[src/rtl/dma_bus_arbiter_if.sv]
// Bus bundle between the CPU-side DMA responder and its surroundings.
//   slave  : the arbiter side (takes requests/strobes, drives cmd/BG/status)
//   master : the environment side (device, DMA engine, CPU)
// Signals:
//   dev_req       device has data ready
//   BR            bus request from the DMA engine
//   dma_wr        DMA memory-write strobe (falling edge under BG = block done)
//   dma_interrupt DMA end-of-transfer
//   cpu_mem_req   CPU wants a data-memory access this cycle
//   cmd           DMA command to the engine
//   BG            bus grant to the DMA engine
//   cpu_stall     CPU data access stalled (cpu_mem_req & BG)
//   dma_busy      transfer in progress
//   dma_done      one-cycle completion pulse
interface dma_bus_arbiter_if;
    logic dev_req;
    logic BR;
    logic dma_wr;
    logic dma_interrupt;
    logic cpu_mem_req;
    logic cmd;
    logic BG;
    logic cpu_stall;
    logic dma_busy;
    logic dma_done;

    modport slave (
        input  dev_req, BR, dma_wr, dma_interrupt, cpu_mem_req,
        output cmd, BG, cpu_stall, dma_busy, dma_done
    );

    modport master (
        output dev_req, BR, dma_wr, dma_interrupt, cpu_mem_req,
        input  cmd, BG, cpu_stall, dma_busy, dma_done
    );
endinterface

[src/rtl/dma_bus_arbiter.sv]
// CPU-side responder for a cycle-stealing DMA engine.
// Turns a device request into a DMA command, grants the bus on BR, stalls
// CPU data accesses while the bus is granted, lets the CPU steal the bus at
// block boundaries (bounded by STEAL_MAX cycles) and reports completion.
// Ports:
//   CLK    clock, all state changes on posedge
//   reset  synchronous, active-high
//   bus    dma_bus_arbiter_if.slave (requests in; cmd/BG/status out)
module dma_bus_arbiter #(
    parameter int unsigned DMA_BLOCKS = 3,
    parameter int unsigned STEAL_MAX  = 4
) (
    input  logic             CLK,
    input  logic             reset,
    dma_bus_arbiter_if.slave bus
);
    localparam int unsigned     SW         = (STEAL_MAX > 1) ? $clog2(STEAL_MAX) : 1;
    localparam logic [1:0]      BLK_LAST   = 2'(DMA_BLOCKS);
    localparam logic [SW-1:0]   STEAL_LAST = SW'(STEAL_MAX - 1);

    typedef enum logic [2:0] {IDLE, CMD, GRANT, STEAL, DONE} state_t;

    state_t        state_q;
    logic          cmd_q;
    logic          bg_q;
    logic          busy_q;
    logic          done_q;
    logic          pending_q;
    logic          wr_q;
    logic [1:0]    blk_cnt_q;
    logic [SW-1:0] steal_cnt_q;

    logic          wr_in;
    logic          blk_edge;
    logic [2:0]    blk_inc;
    logic          steal_ok;

    // X/Z on the strobe resolves to 0 rather than propagating.
    always_comb begin
        wr_in = 1'b0;
        if (bus.dma_wr) wr_in = 1'b1;
    end

    assign blk_edge = bg_q & wr_q & ~wr_in;
    assign blk_inc  = {1'b0, blk_cnt_q} + 3'd1;
    // No steal at the last boundary: the transfer is about to finish anyway.
    assign steal_ok = bus.cpu_mem_req & (blk_inc < 3'(DMA_BLOCKS));

    always_ff @(posedge CLK) begin
        if (reset) begin
            state_q     <= IDLE;
            cmd_q       <= 1'b0;
            bg_q        <= 1'b0;
            busy_q      <= 1'b0;
            done_q      <= 1'b0;
            pending_q   <= 1'b0;
            wr_q        <= 1'b0;
            blk_cnt_q   <= '0;
            steal_cnt_q <= '0;
        end else begin
            wr_q   <= wr_in;
            done_q <= 1'b0;
            if (bus.dev_req && state_q != IDLE) pending_q <= 1'b1;

            case (state_q)
                IDLE: begin
                    if (bus.dev_req || pending_q) begin
                        state_q   <= CMD;
                        cmd_q     <= 1'b1;
                        busy_q    <= 1'b1;
                        pending_q <= 1'b0;
                    end
                end
                CMD: begin
                    // CPU keeps priority until the first grant.
                    if (bus.BR && !bus.cpu_mem_req) begin
                        state_q <= GRANT;
                        bg_q    <= 1'b1;
                    end
                end
                GRANT: begin
                    if (bus.dma_interrupt) begin
                        state_q   <= DONE;
                        bg_q      <= 1'b0;
                        cmd_q     <= 1'b0;
                        done_q    <= 1'b1;
                        blk_cnt_q <= '0;
                    end else if (blk_edge) begin
                        if (blk_cnt_q != BLK_LAST) blk_cnt_q <= blk_cnt_q + 2'd1;
                        if (steal_ok) begin
                            state_q     <= STEAL;
                            bg_q        <= 1'b0;
                            steal_cnt_q <= '0;
                        end
                    end
                end
                STEAL: begin
                    if (steal_cnt_q != STEAL_LAST) steal_cnt_q <= steal_cnt_q + SW'(1);
                    if ((!bus.cpu_mem_req || steal_cnt_q == STEAL_LAST) && bus.BR) begin
                        state_q <= GRANT;
                        bg_q    <= 1'b1;
                    end
                end
                DONE: begin
                    // A request that arrived mid-transfer restarts without passing IDLE.
                    if (pending_q) begin
                        state_q   <= CMD;
                        cmd_q     <= 1'b1;
                        pending_q <= 1'b0;
                    end else begin
                        state_q <= IDLE;
                        busy_q  <= 1'b0;
                    end
                end
                default: begin
                    state_q <= IDLE;
                    cmd_q   <= 1'b0;
                    bg_q    <= 1'b0;
                    busy_q  <= 1'b0;
                end
            endcase
        end
    end

    assign bus.cmd       = cmd_q;
    assign bus.BG        = bg_q;
    assign bus.dma_busy  = busy_q;
    assign bus.dma_done  = done_q;
    assign bus.cpu_stall = bus.cpu_mem_req & bg_q;
endmodule

[src/flat_wrapper.sv]
// flat-port wrapper written by rule: the top's interface ports become plain ports
module dma_bus_arbiter_flat 
#(
    parameter int unsigned DMA_BLOCKS = 3,
    parameter int unsigned STEAL_MAX  = 4
)
  (CLK, reset, bus_dev_req, bus_BR, bus_dma_wr, bus_dma_interrupt, bus_cpu_mem_req, bus_cmd, bus_BG, bus_cpu_stall, bus_dma_busy, bus_dma_done);
  dma_bus_arbiter_if bus_i ();
  input  logic CLK;
  input  logic reset;
  input wire logic [$bits(bus_i.dev_req)-1:0] bus_dev_req;
  input wire logic [$bits(bus_i.BR)-1:0] bus_BR;
  input wire logic [$bits(bus_i.dma_wr)-1:0] bus_dma_wr;
  input wire logic [$bits(bus_i.dma_interrupt)-1:0] bus_dma_interrupt;
  input wire logic [$bits(bus_i.cpu_mem_req)-1:0] bus_cpu_mem_req;
  output wire logic [$bits(bus_i.cmd)-1:0] bus_cmd;
  output wire logic [$bits(bus_i.BG)-1:0] bus_BG;
  output wire logic [$bits(bus_i.cpu_stall)-1:0] bus_cpu_stall;
  output wire logic [$bits(bus_i.dma_busy)-1:0] bus_dma_busy;
  output wire logic [$bits(bus_i.dma_done)-1:0] bus_dma_done;
  assign bus_i.dev_req = bus_dev_req;
  assign bus_i.BR = bus_BR;
  assign bus_i.dma_wr = bus_dma_wr;
  assign bus_i.dma_interrupt = bus_dma_interrupt;
  assign bus_i.cpu_mem_req = bus_cpu_mem_req;
  assign bus_cmd = bus_i.cmd;
  assign bus_BG = bus_i.BG;
  assign bus_cpu_stall = bus_i.cpu_stall;
  assign bus_dma_busy = bus_i.dma_busy;
  assign bus_dma_done = bus_i.dma_done;
  dma_bus_arbiter #(.DMA_BLOCKS(DMA_BLOCKS), .STEAL_MAX(STEAL_MAX)) u_core (.CLK(CLK), .reset(reset), .bus(bus_i));
endmodule
[config.mk]
export PLATFORM = sky130hd
export DESIGN_NAME = dma_bus_arbiter_flat
export DESIGN_NICKNAME = d
export VERILOG_FILES = /design/src/rtl/dma_bus_arbiter_if.sv /design/src/rtl/dma_bus_arbiter.sv /design/src/flat_wrapper.sv
export SDC_FILE = /design/constraint.sdc
export NUM_CORES = 1
export LEC_CHECK = 0
export ABC_CLOCK_PERIOD_IN_PS = 1840
export CORE_ASPECT_RATIO = 0.6
export CORE_MARGIN = 2
export CORE_UTILIZATION = 30
export DETAILED_ROUTE_END_ITERATION = 10
export GPL_ROUTABILITY_DRIVEN = 0
export GPL_TIMING_DRIVEN = 0
export MAX_ROUTING_LAYER = met4
export SLEW_MARGIN = 20
export SYNTH_ARGS = -nofsm -noshare
export SYNTH_HDL_FRONTEND = slang
export SYNTH_SLANG_ARGS = --single-unit
[constraint.sdc]
create_clock -name CLK -period 1.84 [get_ports CLK]
set_input_delay 0.276 -clock CLK [delete_from_list [all_inputs] [get_ports CLK]]
set_output_delay 0.276 -clock CLK [all_outputs]
set_load 0.05 [all_outputs]
Yosys cells after proc, flatten, opt, wreduce, memory -nomap -nowiden. Cells that the tools add are included.

$add $sub $neg: 3. Order comparisons: 1. Reductions and logical operators: 21. Shifts and indexed selects: 0. Div/mod/pow operators: 0. Multipliers: 0. Eq/ne operators: 19. Bitwise logic cells: 9. Mux-type cells: 34.

Operators by type and width (count): $mux W3 (6); $mux W1 (15); $pmux W3 S5 (1); $reduce_and A5 Y1 (3); $mux W2 (7); $ne A2 B1 Y1 const B (7); $ne A2 B2 Y1 const B (5); $pmux W1 S4 (2); $eq A3 B2 Y1 const B (2); $ne A3 B2 Y1 const B (2); $reduce_and A3 Y1 (2); $reduce_bool A2 Y1 (3); $reduce_or A2 Y1 (3); $not A1 Y1 (5); $add A2 B1 Y2 const B (2); $and A1 B1 Y1 (4); $pmux W2 S2 (1); $reduce_and A4 Y1 (1); $add A2 B1 Y3 const B (1); $eq A3 B1 Y1 const B (1); $eq A3 B3 Y1 const B (1); $logic_and A1 B1 Y1 (3); $logic_not A3 Y1 (1); $lt A3 B2 Y1 const B (1); other kinds (7) (8).

Output and inout bits: 5. Memories kept: 0. Bits in registers: 13. Memory bits (writable): 0. Logic and storage cells: 96. Latch bits: 0. Bits of input ports: 7. ROM bits: 0.

Depth between registers and ports, before layout.
Depth after elaboration: 7. Mapped depth: 5. Depth with buffers taken out: 5.

Worst setup path after synthesis. OpenSTA, ideal clock, no wires.

Path type: reg-to-reg. Start point: register u_core.bg_q (netlist: u_core.bus.BG). End point: register u_core.blk_cnt_q[1]. Period minus slack after synthesis: 1.558 ns. Path buffers: 0. Setup time: 0.074 ns. Required time: 1.766 ns. Slack: 0.282 ns. Arrival: 1.484 ns. Cell stages (with the launch flop): 4. Path through: dfxtp_1 -> nand4bb_1 -> or3_1 -> a31oi_1.

Cells in the longest elaborated chain, start to end: 4.

Ends and longest elaborated chain: start: declaration (line dma_bus_arbiter.sv:25) `logic bg_q;`; start signal: assignment (line dma_bus_arbiter.sv:53) `bg_q <= 1'b0;`; start signal: assignment (line dma_bus_arbiter.sv:78) `bg_q <= 1'b1;`; start signal: assignment (line dma_bus_arbiter.sv:84) `bg_q <= 1'b0;`; $and A1 B1 Y1 (2 in series) (line dma_bus_arbiter.sv:44) `assign blk_edge = bg_q & wr_q & ~wr_in;`; $reduce_bool A2 Y1 (no line); $reduce_and A3 Y1 (no line); end signal: assignment (line dma_bus_arbiter.sv:89) `if (blk_cnt_q != BLK_LAST) blk_cnt_q <= blk_cnt_q + 2'd1;`; end: declaration (line dma_bus_arbiter.sv:30) `logic [1:0] blk_cnt_q;`.

No other way between the ends. A chain may end at the register's enable or synchronous reset.

Worst setup path after layout.
Start point: register u_core.bg_q (netlist: u_core.bus.BG). End point: output port bus_BG.

RTL lines: end: declaration (line flat_wrapper.sv:17) `output wire logic [$bits(bus_i.BG)-1:0] bus_BG;`.

No word-level cell between the ends.

==> key figures <==
CTS
  • H-tree level count: 1
  • Setup bufs post-CTS: 0
  • Clock Sink Count: 13
  • CTS tree: built
  • # hold bufs at CTS: 0
  • Post-cts gate resize count: 1
  • Worst-skew pair later-pin latency: 0.24 ns
  • Root buffer cell: clkbuf_8
  • Clk slew on worst S/H paths: 0.05 ns
  • TritonCTS Buffers: 3
  • Bufs on Longest Clock Path: 2

Pwr
  • Clock Power Share: 0.366
  • P_leak: 0.293 nW
  • Reg power frac: 0.447
  • VDD IR max: 248 uV
  • Pwr dens: 815 nW/um2
  • Comb pwr share: 0.186
  • Int Pwr: 0.506 mW
  • Total design power: 0.702 mW
  • Sw Ratio: 0.279
  • Psw: 0.196 mW

Layout
  • Share of cells above drive strength 1: 0.0556
  • Final core utilization: 0.402
  • Area Overhead vs Synth: 28.5%
  • Most frequent cells in the layout: 13 x dfxtp_1, 10 x clkdlybuf4s50_1, 6 x nor2_1
  • Antenna cell count: 0
  • Commonest non-fill, non-tap cell in the layout: dfxtp_1
  • Post-layout nets: 101
  • Final instance area: 862 um2
  • Fin cells: 120

Run
  • Max-cap viol count: 0

Timing
  • Slew margin rel.: 0.613
  • Worst slew pin tran: 0.572 ns
  • Max-slew violation count: 0
  • Final period utilization: 0.939
  • FMAX: 579 MHz
  • Final min period: 1.73 ns
  • Worst Clk Skew: 0.00144 ns
  • RSZ-0062 raised after global routing: no
  • Final setup viols: 0
  • Final hold viol count: 0

Setup path
  • Crit path DAT: 1.45 ns
  • Critical path required time: 1.56 ns
  • Worst path cell trace: clkdlybuf4s50_1
  • Largest stage delay on the critical path: 0.82 ns
  • Delay-heaviest family, CP: buffers and inverters
  • Slowest-stage cell, CP: clkdlybuf4s50_1
  • WS Path Type: register to primary output
  • Setup crit start kind: register
  • Critical path peak fanout: 4
  • Worst path bufs/invs: 1
  • Critical path endpoint category: primary output

Logic synthesis
  • Sequential area share after synthesis: 0.388
  • Synthesized area: 671 um2
  • Post-Syn Nets: 85
  • Async set-reset flop share out of synthesis: 0
  • Unique masters post-synth: 33
  • Main synth FF type: dfxtp_1
  • Synth Area in XOR/XNOR: 0.0131
  • Synth Area in Compound Gates: 0.192
  • Gate Count Post-Synth: 75
  • Post-Synth Adder-Cell Area: 0.0560
  • Simple-gate share of the synthesized area: 0.306
  • Number of synthesized register bits: 13
  • Synth warn: 0
  • Avg Inst Size Synth: 8.94 um2
  • Largest family of logic cells by synthesized area: simple AND/OR/NAND/NOR gates
  • Mux contribution to synthesized area: 0
  • Post-synth EDFFs: 0

Global routing
  • Gr usage total: 0.133
  • Number of global-route vias before repair: 478
  • First-pass GRT wire length: 2.33 mm
  • Pin count of the biggest net entering global routing: 11
  • Initial antenna violation count: 0
  • Total gr overflow: 0

Floorplanning
  • Die width: 65.0 um
  • Initial core utilization: 0.312
  • Die area: 2640 um2
  • Die Span Y: 40.6 um
  • Core Area: 2150 um2
  • Cell row count: 13
  • Io pins: 12

Drt
  • TritonRoute pass-1 iters: 4
  • Residual DRC count: 0
  • Wirelength per Cell: 12.6 um
  • Final ANT Viol Nets: 0
  • Vias: 615
  • Drt initial violations: 26
  • Drt via density: 5.13
  • Routed WL: 1.51 mm

Placed design
  • Placed cell count: 116
  • Dpl hpwl: 1.14 mm
  • IO buf count: 11
  • DP Area: 818 um2

Min path
  • HP Class: register to register

Outcome
  • Status: finished, final reports clean
-- kinds of logic after synthesis --
kind of cell	Yosys count
XOR/XNOR	1
buffers and inverters	7
AO/OA/AOI/OAI	19
adder cells (fa/ha/maj)	3
AND/OR/NAND/NOR	32
flip-flops	13
-- routing by layer --
layer,routed length [um],share of wire,up-vias,GRT usage
li1,-,-,306,-
met1,834,0.55,288,0.177
met2,590,0.39,17,0.155
met3,68,0.045,4,0.0659
met4,22,0.015,0,0.0781
met5,0,0,-,-
-- synth_stat cells (2+ instances only) --
| library cell | instances | area share |
|---|---|---|
| inv_1 | 4 | 0.022 |
| clkbuf_1 | 2 | 0.011 |
| a21oi_1 | 3 | 0.022 |
| ha_1 | 3 | 0.056 |
| a221oi_1 | 2 | 0.026 |
| nor2b_1 | 4 | 0.037 |
| nor3b_1 | 3 | 0.034 |
| nand2b_1 | 4 | 0.037 |
| nor4b_1 | 2 | 0.026 |
| nor2_1 | 6 | 0.034 |
| nand4bb_1 | 2 | 0.034 |
| nand2_1 | 2 | 0.011 |
| dfxtp_1 | 13 | 0.39 |
| o21ai_0 | 5 | 0.037 |
| nand3b_1 | 2 | 0.022 |
-- path summary, 6_finish.rpt --
kind	end	cells past startpoint	startpoint	slack [ns]
worst max-delay path	bus_BG	1	u_core.bus.BG$_SDFFE_PP0P_	0.11
worst min-delay path	u_core.bus.cmd$_SDFFE_PP0P_	2	u_core.bus.cmd$_SDFFE_PP0P_	0.48
worst max register to register	u_core.blk_cnt_q[0]$_SDFFE_PP0P_	4	u_core.state_q[2]$_SDFFE_PP0P_	0.25
worst min register to register	u_core.bus.cmd$_SDFFE_PP0P_	2	u_core.bus.cmd$_SDFFE_PP0P_	0.48
-- state kept, by name, indices dropped and copies added (netlist names) --
name,flops
u_core.state_q,3
u_core.blk_cnt_q,2
u_core.steal_cnt_q,2
u_core.bus.BG,1
u_core.bus.cmd,1
u_core.bus.dma_busy,1
u_core.bus.dma_done,1
u_core.pending_q,1
u_core.wr_q,1
-- power by group through the flow --
stage               Sequential, mW  Clock, mW  Combinational [mW]
finish                       0.314      0.257               0.131
global route                 0.316      0.287               0.142
CTS                          0.314      0.272               0.131
detailed placement           0.321          0               0.131
global placement             0.319          0               0.129
floorplan                    0.343          0              0.0588
-- metrics by stage --
stage / setup slack (ns) / TNS, ns / hold slack [ns]
after floorplan: 0.282 / 0 / 0.348
after global placement: -0.148 / -0.234 / 0.460
after detailed placement: -0.130 / -0.235 / 0.476
after CTS: 0.0936 / 0 / 0.485
after global routing: 0.0417 / 0 / 0.512
final: 0.112 / 0 / 0.478
-- final cells by class --
class                      count  area (um2)
buffer                         3        15.0
clock buffer                   4        45.0
fill                         235        1280
inverter                       4        15.0
multi-input combinational     55         380
sequential                    13         260
tap                           30        37.5
timing repair buffer          11         109
No activity file was read; power rests on OpenSTA's default activity.
